File: src/rtl/gfp_to_fp_pipe_pkg.sv
// gfp_conv_pkg: shared types and helpers for the GFP-to-float converter.
// Holds the rounding-mode enum, standard float field widths and the helpers
// that derive exponent bias and packed result width from the field widths.
package gfp_conv_pkg;

   typedef enum logic {
      RNE = 1'b0,   // round to nearest, ties to even
      RTZ = 1'b1    // round toward zero (truncate)
   } round_mode_e;

   localparam int FP16_EXP_W = 5;
   localparam int FP16_MAN_W = 10;
   localparam int BF16_EXP_W = 8;
   localparam int BF16_MAN_W = 7;
   localparam int FP32_EXP_W = 8;
   localparam int FP32_MAN_W = 23;

   // Exponent bias for an IEEE-style exponent field of exp_w bits.
   function automatic int fp_bias(input int exp_w);
      return (1 << (exp_w - 1)) - 1;
   endfunction

   // Packed {sign, exp, frac} width of one converted lane.
   function automatic int fp_width(input int exp_w, input int man_w);
      return 1 + exp_w + man_w;
   endfunction

endpackage

File: src/rtl/gfp_to_fp_pipe_if.sv
// gfp_to_fp_pipe_if: beat-level bus of the GFP-to-float converter.
// Handshake: a beat moves on a side whenever that side's valid and ready are
// both high on a rising clock edge; a producer holding valid high keeps its
// payload stable until the transfer happens.
// Status signals exist only when GFP_CONV_STATUS_EN is defined.
interface gfp_to_fp_pipe_if #(
   parameter int NUM_LANES = 4,
   parameter int MANT_W    = 32,
   parameter int EXP_IN_W  = 8,
   parameter int OUT_W     = 16
);
   logic                          i_valid;
   logic                          o_ready;
   logic [NUM_LANES*MANT_W-1:0]   i_mantissa;
   logic [NUM_LANES*EXP_IN_W-1:0] i_exponent;
   logic                          i_round_mode;
   logic                          o_valid;
   logic                          i_ready;
   logic [NUM_LANES*OUT_W-1:0]    o_result;
`ifdef GFP_CONV_STATUS_EN
   logic [NUM_LANES*3-1:0]        o_status;
   logic [2:0]                    o_status_sticky;
   logic                          i_status_clr;

   modport master (
      output i_valid, i_mantissa, i_exponent, i_round_mode, i_ready, i_status_clr,
      input  o_ready, o_valid, o_result, o_status, o_status_sticky
   );
   modport slave (
      input  i_valid, i_mantissa, i_exponent, i_round_mode, i_ready, i_status_clr,
      output o_ready, o_valid, o_result, o_status, o_status_sticky
   );
`else
   modport master (
      output i_valid, i_mantissa, i_exponent, i_round_mode, i_ready,
      input  o_ready, o_valid, o_result
   );
   modport slave (
      input  i_valid, i_mantissa, i_exponent, i_round_mode, i_ready,
      output o_ready, o_valid, o_result
   );
`endif
endinterface

File: src/rtl/gfp_to_fp_pipe_lzc.sv
// gfp_lzc: combinational leading-zero counter. An all-zero input gives WIDTH.
module gfp_lzc #(
   parameter int WIDTH = 32
) (
   input  logic [WIDTH-1:0]       data_i,
   output logic [$clog2(WIDTH):0] count_o
);
   localparam int CNT_W = $clog2(WIDTH) + 1;

   // Scan upward so the highest set bit is the last one to write the count.
   always_comb begin
      count_o = CNT_W'(WIDTH);
      for (int i = 0; i < WIDTH; i++) begin
         if (data_i[i]) count_o = CNT_W'(WIDTH - 1 - i);
      end
   end
endmodule

File: src/rtl/gfp_to_fp_pipe.sv
// gfp_to_fp_pipe: converts NUM_LANES GFP values (signed mantissa, unbiased
// signed exponent) into {sign, exp, frac} floats, two registered stages with
// valid/ready backpressure. Stage 1 normalises, stage 2 rounds and packs.
// Define GFP_CONV_STATUS_EN to add per-lane and sticky status outputs.
module gfp_to_fp_pipe
   import gfp_conv_pkg::*;
#(
   parameter int NUM_LANES = 4,
   parameter int MANT_W    = 32,
   parameter int EXP_IN_W  = 8,
   parameter int OUT_EXP_W = 5,
   parameter int OUT_MAN_W = 10,
   parameter int SATURATE  = 0
) (
   input logic             i_clk,
   input logic             i_reset_n,
   gfp_to_fp_pipe_if.slave bus
);
   localparam int OUT_W   = fp_width(OUT_EXP_W, OUT_MAN_W);
   localparam int FIELD_W = OUT_EXP_W + OUT_MAN_W;
   localparam int BIAS    = fp_bias(OUT_EXP_W);
   localparam int LZ_W    = $clog2(MANT_W) + 1;
   localparam int E_W     = EXP_IN_W + $clog2(MANT_W) + 3;
   localparam int EXP_MAX = (1 << OUT_EXP_W) - 1;
   localparam int SH_CAP  = OUT_MAN_W + 2;

   // Stage 1 registers
   logic                       s1_valid_q;
   round_mode_e                s1_rm_q;
   logic [NUM_LANES-1:0]       s1_sign_q, s1_zero_q;
   logic [MANT_W-1:0]          s1_norm_q [NUM_LANES];
   logic [LZ_W-1:0]            s1_lz_q   [NUM_LANES];
   logic signed [EXP_IN_W-1:0] s1_exp_q  [NUM_LANES];
   // Stage 2 registers
   logic                       s2_valid_q;
   logic [NUM_LANES*OUT_W-1:0] s2_res_q;
   // Next-state values
   logic [NUM_LANES-1:0]       sign_d, zero_d;
   logic [MANT_W-1:0]          abs_w     [NUM_LANES];
   logic [MANT_W-1:0]          norm_d    [NUM_LANES];
   logic [LZ_W-1:0]            lz_d      [NUM_LANES];
   logic [NUM_LANES*OUT_W-1:0] res_d;
   logic                       s1_adv, s2_adv;
`ifdef GFP_CONV_STATUS_EN
   logic [NUM_LANES*3-1:0]     stat_d, s2_stat_q;
   logic [2:0]                 sticky_q, beat_or_w;
`endif

   // A stage may load when it is empty or its contents move on this edge.
   assign s2_adv      = !s2_valid_q || bus.i_ready;
   assign s1_adv      = !s1_valid_q || s2_adv;
   assign bus.o_ready = s1_adv;
   assign bus.o_valid = s2_valid_q;
   assign bus.o_result = s2_res_q;

   for (genvar g = 0; g < NUM_LANES; g++) begin : g_lane
      logic signed [E_W-1:0]   e_w;
      logic [E_W-1:0]          sh_w;
      logic [MANT_W-2:0]       shifted_w;
      logic [OUT_MAN_W-1:0]    frac_w;
      logic [OUT_EXP_W-1:0]    efield_w;
      logic [FIELD_W-1:0]      sum_w;
      logic                    lost_w, guard_w, sticky_w, inc_w, ovf_w;
      logic [OUT_W-1:0]        res_w;

      // Stage 1: sign, exact magnitude (most-negative input stays exact), normalisation.
      assign sign_d[g] = bus.i_mantissa[g*MANT_W + MANT_W - 1];
      assign abs_w[g]  = sign_d[g] ? (~bus.i_mantissa[g*MANT_W +: MANT_W] + MANT_W'(1))
                                   : bus.i_mantissa[g*MANT_W +: MANT_W];
      assign zero_d[g] = (abs_w[g] == '0);
      gfp_lzc #(.WIDTH(MANT_W)) u_lzc (.data_i(abs_w[g]), .count_o(lz_d[g]));
      assign norm_d[g] = abs_w[g] << lz_d[g];

      // Stage 2: bias the exponent, denormalise if needed, round, detect overflow, pack.
      always_comb begin
         e_w       = E_W'(s1_exp_q[g]) + E_W'(MANT_W - 1 + BIAS) - E_W'(s1_lz_q[g]);
         sh_w      = '0;
         shifted_w = s1_norm_q[g][MANT_W-2:0];
         lost_w    = 1'b0;
         efield_w  = e_w[OUT_EXP_W-1:0];
         if (e_w < 1) begin
            sh_w = E_W'(1 - e_w);
            if (sh_w > E_W'(SH_CAP)) sh_w = E_W'(SH_CAP);
            shifted_w = (MANT_W-1)'(s1_norm_q[g] >> sh_w);
            lost_w    = |(s1_norm_q[g] & ~({MANT_W{1'b1}} << sh_w));
            efield_w  = '0;
         end
         frac_w   = shifted_w[MANT_W-2 -: OUT_MAN_W];
         guard_w  = shifted_w[MANT_W-2-OUT_MAN_W];
         sticky_w = lost_w | (|shifted_w[MANT_W-3-OUT_MAN_W:0]);
         inc_w    = (s1_rm_q == RNE) && guard_w && (sticky_w || frac_w[0]);
         // A fraction carry ripples into the exponent field naturally.
         sum_w    = {efield_w, frac_w} + FIELD_W'(inc_w);
         ovf_w    = (e_w >= EXP_MAX) || (sum_w[FIELD_W-1 -: OUT_EXP_W] == {OUT_EXP_W{1'b1}});
         if (s1_zero_q[g])
            res_w = '0;
         else if (ovf_w && (SATURATE != 0 || s1_rm_q == RTZ))
            res_w = {s1_sign_q[g], OUT_EXP_W'(EXP_MAX - 1), {OUT_MAN_W{1'b1}}};
         else if (ovf_w)
            res_w = {s1_sign_q[g], {OUT_EXP_W{1'b1}}, {OUT_MAN_W{1'b0}}};
         else
            res_w = {s1_sign_q[g], sum_w};
      end
      assign res_d[g*OUT_W +: OUT_W] = res_w;
`ifdef GFP_CONV_STATUS_EN
      // {overflow, underflow to zero/denormal, inexact}; an exact zero input flags nothing.
      assign stat_d[g*3 +: 3] = {
         !s1_zero_q[g] && ovf_w,
         !s1_zero_q[g] && !ovf_w && (sum_w[FIELD_W-1 -: OUT_EXP_W] == '0),
         !s1_zero_q[g] && (guard_w || sticky_w || ovf_w)};
`endif
   end

   // Stage 1 register: capture the normalised beat when it can advance.
   always_ff @(posedge i_clk or negedge i_reset_n) begin
      if (!i_reset_n) begin
         s1_valid_q <= 1'b0;
         s1_rm_q    <= RNE;
         s1_sign_q  <= '0;
         s1_zero_q  <= '0;
         for (int k = 0; k < NUM_LANES; k++) begin
            s1_norm_q[k] <= '0;
            s1_lz_q[k]   <= '0;
            s1_exp_q[k]  <= '0;
         end
      end else if (s1_adv) begin
         s1_valid_q <= bus.i_valid;
         if (bus.i_valid) begin
            s1_rm_q   <= round_mode_e'(bus.i_round_mode);
            s1_sign_q <= sign_d;
            s1_zero_q <= zero_d;
            for (int k = 0; k < NUM_LANES; k++) begin
               s1_norm_q[k] <= norm_d[k];
               s1_lz_q[k]   <= lz_d[k];
               s1_exp_q[k]  <= bus.i_exponent[k*EXP_IN_W +: EXP_IN_W];
            end
         end
      end
   end

   // Stage 2 register: output beat, held unchanged while downstream stalls.
   always_ff @(posedge i_clk or negedge i_reset_n) begin
      if (!i_reset_n) begin
         s2_valid_q <= 1'b0;
         s2_res_q   <= '0;
`ifdef GFP_CONV_STATUS_EN
         s2_stat_q  <= '0;
`endif
      end else if (s2_adv) begin
         s2_valid_q <= s1_valid_q;
         if (s1_valid_q) begin
            s2_res_q  <= res_d;
`ifdef GFP_CONV_STATUS_EN
            s2_stat_q <= stat_d;
`endif
         end
      end
   end

`ifdef GFP_CONV_STATUS_EN
   // OR the per-lane flags of the current output beat.
   always_comb begin
      beat_or_w = '0;
      for (int k = 0; k < NUM_LANES; k++) beat_or_w = beat_or_w | s2_stat_q[k*3 +: 3];
   end

   // Sticky status accumulates transferred beats; a clear overrides a same-cycle set.
   always_ff @(posedge i_clk or negedge i_reset_n) begin
      if (!i_reset_n)                        sticky_q <= '0;
      else if (bus.i_status_clr)             sticky_q <= '0;
      else if (s2_valid_q && bus.i_ready)    sticky_q <= sticky_q | beat_or_w;
   end

   assign bus.o_status        = s2_stat_q;
   assign bus.o_status_sticky = sticky_q;
`endif

endmodule

File: src/flat_wrapper.sv
// flat-port wrapper written by rule: the top's interface ports become plain ports
module gfp_to_fp_pipe_flat import gfp_conv_pkg::*;
#(
   parameter int NUM_LANES = 4,
   parameter int MANT_W    = 32,
   parameter int EXP_IN_W  = 8,
   parameter int OUT_EXP_W = 5,
   parameter int OUT_MAN_W = 10,
   parameter int SATURATE  = 0
)
  (i_clk, i_reset_n, bus_i_valid, bus_i_mantissa, bus_i_exponent, bus_i_round_mode, bus_i_ready, bus_o_ready, bus_o_valid, bus_o_result);
  gfp_to_fp_pipe_if #(.NUM_LANES(NUM_LANES), .MANT_W(MANT_W), .EXP_IN_W(EXP_IN_W), .OUT_W((16))) bus_i ();
  input logic i_clk;
  input logic i_reset_n;
  input wire logic [$bits(bus_i.i_valid)-1:0] bus_i_valid;
  input wire logic [$bits(bus_i.i_mantissa)-1:0] bus_i_mantissa;
  input wire logic [$bits(bus_i.i_exponent)-1:0] bus_i_exponent;
  input wire logic [$bits(bus_i.i_round_mode)-1:0] bus_i_round_mode;
  input wire logic [$bits(bus_i.i_ready)-1:0] bus_i_ready;
  output wire logic [$bits(bus_i.o_ready)-1:0] bus_o_ready;
  output wire logic [$bits(bus_i.o_valid)-1:0] bus_o_valid;
  output wire logic [$bits(bus_i.o_result)-1:0] bus_o_result;
  assign bus_i.i_valid = bus_i_valid;
  assign bus_i.i_mantissa = bus_i_mantissa;
  assign bus_i.i_exponent = bus_i_exponent;
  assign bus_i.i_round_mode = bus_i_round_mode;
  assign bus_i.i_ready = bus_i_ready;
  assign bus_o_ready = bus_i.o_ready;
  assign bus_o_valid = bus_i.o_valid;
  assign bus_o_result = bus_i.o_result;
  gfp_to_fp_pipe #(.NUM_LANES(NUM_LANES), .MANT_W(MANT_W), .EXP_IN_W(EXP_IN_W), .OUT_EXP_W(OUT_EXP_W), .OUT_MAN_W(OUT_MAN_W), .SATURATE(SATURATE)) u_core (.i_clk(i_clk), .i_reset_n(i_reset_n), .bus(bus_i));
endmodule
File: config.mk
export PLATFORM = sky130hd
export DESIGN_NAME = gfp_to_fp_pipe_flat
export DESIGN_NICKNAME = d
export VERILOG_FILES = /design/src/rtl/gfp_to_fp_pipe_pkg.sv /design/src/rtl/gfp_to_fp_pipe_if.sv /design/src/rtl/gfp_to_fp_pipe_lzc.sv /design/src/rtl/gfp_to_fp_pipe.sv /design/src/flat_wrapper.sv
export SDC_FILE = /design/constraint.sdc
export NUM_CORES = 2
export LEC_CHECK = 0
export ABC_CLOCK_PERIOD_IN_PS = 7000
export CAP_MARGIN = 20
export CORE_ASPECT_RATIO = 0.75
export CORE_MARGIN = 3
export CORE_UTILIZATION = 61
export DETAILED_ROUTE_END_ITERATION = 7
export PLACE_DENSITY = 0.83
export SYNTH_ARGS = -nofsm -noshare
export SYNTH_HDL_FRONTEND = slang
export SYNTH_SLANG_ARGS = --single-unit
File: constraint.sdc
create_clock -name i_clk -period 7 [get_ports i_clk]
set_clock_uncertainty 0.1 [all_clocks]
set_input_delay 1.4 -clock i_clk [delete_from_list [all_inputs] [get_ports i_clk]]
set_output_delay 1.4 -clock i_clk [all_outputs]
set_load 0.02 [all_outputs]
==> impl_metrics.json <==
{
  "met3_usage": 0.115,
  "grt_use_met1": 0.602,
  "die_y_um": 201,
  "whs_ns": 0.379,
  "vias_per_cell": 6.90,
  "drtIter0Drc": 5451,
  "critPathMaxFanout": 25,
  "numPortBuffers": 230,
  "finalSetupTns_ns": 0,
  "layout.nets": 4533,
  "async_flop_share": 1.00,
  "crit_top_cell": "ha_1",
  "cts_max_level": 1,
  "top_usage_layer": "met1",
  "period_needed_ns": 6.63,
  "synth.cell_area_mm2": 0.0308,
  "routed_wl_um": 109000,
  "criticalPathCategory": "reg2reg",
  "ys_seq_area_frac": 0.210,
  "status": "finished with violations",
  "track_usage": 0.388,
  "drive_gt1_frac": 0.0928,
  "rr_startpoint": "u_core.s1_exp_q[9]",
  "cts_inserted_buffers": 28,
  "ys_types": 112,
  "ys_ff_latch": 259,
  "start_util": 0.625,
  "std_cell_rows": 70,
  "core_area_mm2": 0.0493,
  "slew_viol_final": 0,
  "ant_nets": 0,
  "dieArea_mm2": 0.0533,
  "leakagePower_nw": 14.5,
  "yosys_warnings": 0,
  "synth_fp_nets": 4366,
  "violations": "DRC",
  "setup_viol": 0,
  "cp-start-kind": "flop",
  "io_pins": 231,
  "syn_inst": 4153,
  "arrival_ns": 7.03,
  "fin_ws_ns": 0.366,
  "die_w_um": 266,
  "clock_sinks": 259,
  "worstHoldPathType": "reg2reg",
  "synth_top_area_frac": 0.210,
  "yosysTopAreaCell": "dfrtp_1",
  "tightestPinTransition_ns": 0.951,
  "met2_usage": 0.533,
  "fmax_ghz": 0.151,
  "cts.reportedPaths.clkPinSlew_ns": 0.07,
  "grt_max_degree": 168,
  "yosysMostFrequentCell": "nand2_1",
  "area_growth_pct": 14.8,
  "grt_first_pass_wirelength_um": 172000,
  "crit_path_end_kind": "flop",
  "wl_per_cell_um": 21.8,
  "worstRegToRegCells": 27,
  "ys_top_cells_by_area": "dfrtp_1 (21%), mux2i_1 (8.9%), nand2_1 (6.8%)",
  "instances_no_fill": 4990,
  "hp-start": "u_core.s1_lz_q[14]",
  "slowest_delay_ns": 0.45,
  "grt_antenna_before_repair": 3,
  "placed_cells": 4930,
  "place_congestion": 1.04,
  "power_density_mw_per_mm2": 314,
  "reg2reg_slack_ns": 0.37,
  "dr.pass1.iters": 8,
  "r2r_end": "u_core.bus.o_result[35]",
  "crit_start": "u_core.s1_exp_q[9]",
  "synth_common_cells": "nand2_1 (556), nor2_1 (316), o21ai_0 (315)",
  "cts_tree": "built",
  "relSlewSlack": 0.364,
  "insertedDiodeCount": 0,
  "period_share": 0.948,
  "clock-root-buffer": "clkbuf_16",
  "grt_pass1_vias": 30791,
  "ys.flop_type": "dfrtp_1",
  "num_vias": 34455,
  "slowest_stage": "or4_1",
  "hold_violations": 0,
  "cts.path.max_buffers": 3,
  "dp_hpwl_um": 82800,
  "cap_violations": 0,
  "gr-total-overflow": 0,
  "synth_edf_count": 0,
  "clk_latency_ns": 0.58,
  "dp_slack_ns": 0.198,
  "vdd_ir_drop_max_mv": 0.268,
  "drc": 4,
  "syn_avg_cell_area_um2": 7.43,
  "critPathCapture": "u_core.bus.o_result[35]",
  "cp.required_ns": 7.40
}
-- power by group --
part | internal (mW) | switching (mW) | total [mW]
logic | 2.73 | 4.33 | 7.06
clock network | 0.832 | 0.702 | 1.53
registers | 1.89 | 0.649 | 2.53
-- what timing repair did --
| item | CTS | global route |
|---|---|---|
| resized for setup | 0 | 14 |
| hold buffers | 0 | 0 |
| buffers inserted | 0 | 6 |
| endpoints found under the setup margin | 0 | 42 |
-- critical path, delay by kind of cell, from the launching register on --
family | cells | cell delay [ns]
compound gates | 11 | 2.14
fa+ha+maj | 4 | 1.18
simple gates | 5 | 1.07
buf+inv | 5 | 0.88
flops | 1 | 0.44
mux | 1 | 0.41
xor+xnor | 1 | 0.32
-- state kept, by name, summed over array words and instances (netlist names) --
signal / flops
u_core.s1_lz_q: 24
u_core.s1_exp_q: 32
u_core.bus.o_valid: 1
u_core.s1_rm_q: 1
u_core.s1_sign_q: 4
u_core.s1_valid_q: 1
u_core.s1_norm_q: 128
u_core.s1_zero_q: 4
u_core.bus.o_result: 64
-- cells in the final DEF, fill, tap and decap left out, types with 27 or more instances in the layout --
cell type,count
a21o_1,38
nor2_1,316
or2_2,28
xnor2_1,114
nor2b_1,39
and2_1,65
mux2_2,77
a32oi_1,36
nand4_1,34
nand2b_1,44
a21oi_1,257
ha_1,43
a211oi_1,56
nand2_1,554
o21ai_0,315
o211ai_1,52
a22o_1,36
buf_4,172
clkbuf_16,29
o21a_1,40
and3_1,29
nor4_1,51
o41ai_1,27
inv_1,119
nand3_1,108
or3_1,38
nor3_1,92
dfrtp_1,259
a31oi_1,57
o31ai_1,73
mux2i_1,275
xor2_1,107
clkdlybuf4s50_1,229
o22ai_1,33
a221o_1,37
-- worst min path at each step --
stage | endpoint | slack, ns | depth (start not counted)
6_report | u_core.s1_lz_q[14] | 0.38 | 2
5_1_grt | u_core.s1_lz_q[21] | 0.41 | 1
4_1_cts | u_core.s1_lz_q[14] | 0.39 | 2
3_5_place_dp | u_core.s1_lz_q[14] | 0.37 | 2
3_3_place_gp | u_core.bus.o_result[15] | 0.36 | 2
2_1_floorplan | u_core.s1_lz_q[21] | 0.35 | 1
-- per-stage QoR --
| stage | instance area (um2) | total power, mW | utilization |
|---|---|---|---|
| detailed placement | 34300 | 9.25 | 0.696 |
| global route | 35400 | 11.8 | 0.718 |
| CTS | 35300 | 10.8 | 0.715 |
| floorplan | 30800 | 7.02 | - |
| global placement | 34300 | 9.19 | 0.696 |
| finish | 35400 | 11.1 | 0.718 |
-- metal layers --
layer	routed length [um]	share of wire
met1	48400	0.44
met2	43300	0.40
met3	15300	0.14
met4	2080	0.019
met5	29	0.00027
-- area by class of cell --
cell class | instances | area (um2)
clock inverter | 19 | 173
fill | 4162 | 13900
timing repair buffer | 408 | 3710
clock buffer | 33 | 761
sequential | 259 | 6480
inverter | 126 | 473
multi-input combinational | 3497 | 23000
tap | 648 | 811
-- cell families (layout without fill, tap and decap cells) --
kind of cell | after synthesis | in the layout | share of synthesized area
simple gates | 1481 | 1481 | 0.227
xor+xnor | 225 | 225 | 0.0650
buf+inv | 398 | 586 | 0.0502
flops | 259 | 259 | 0.210
mux | 355 | 355 | 0.120
fa+ha+maj | 48 | 48 | 0.0204
compound gates | 1387 | 1388 | 0.307
(Power assumes the default switching activity.)
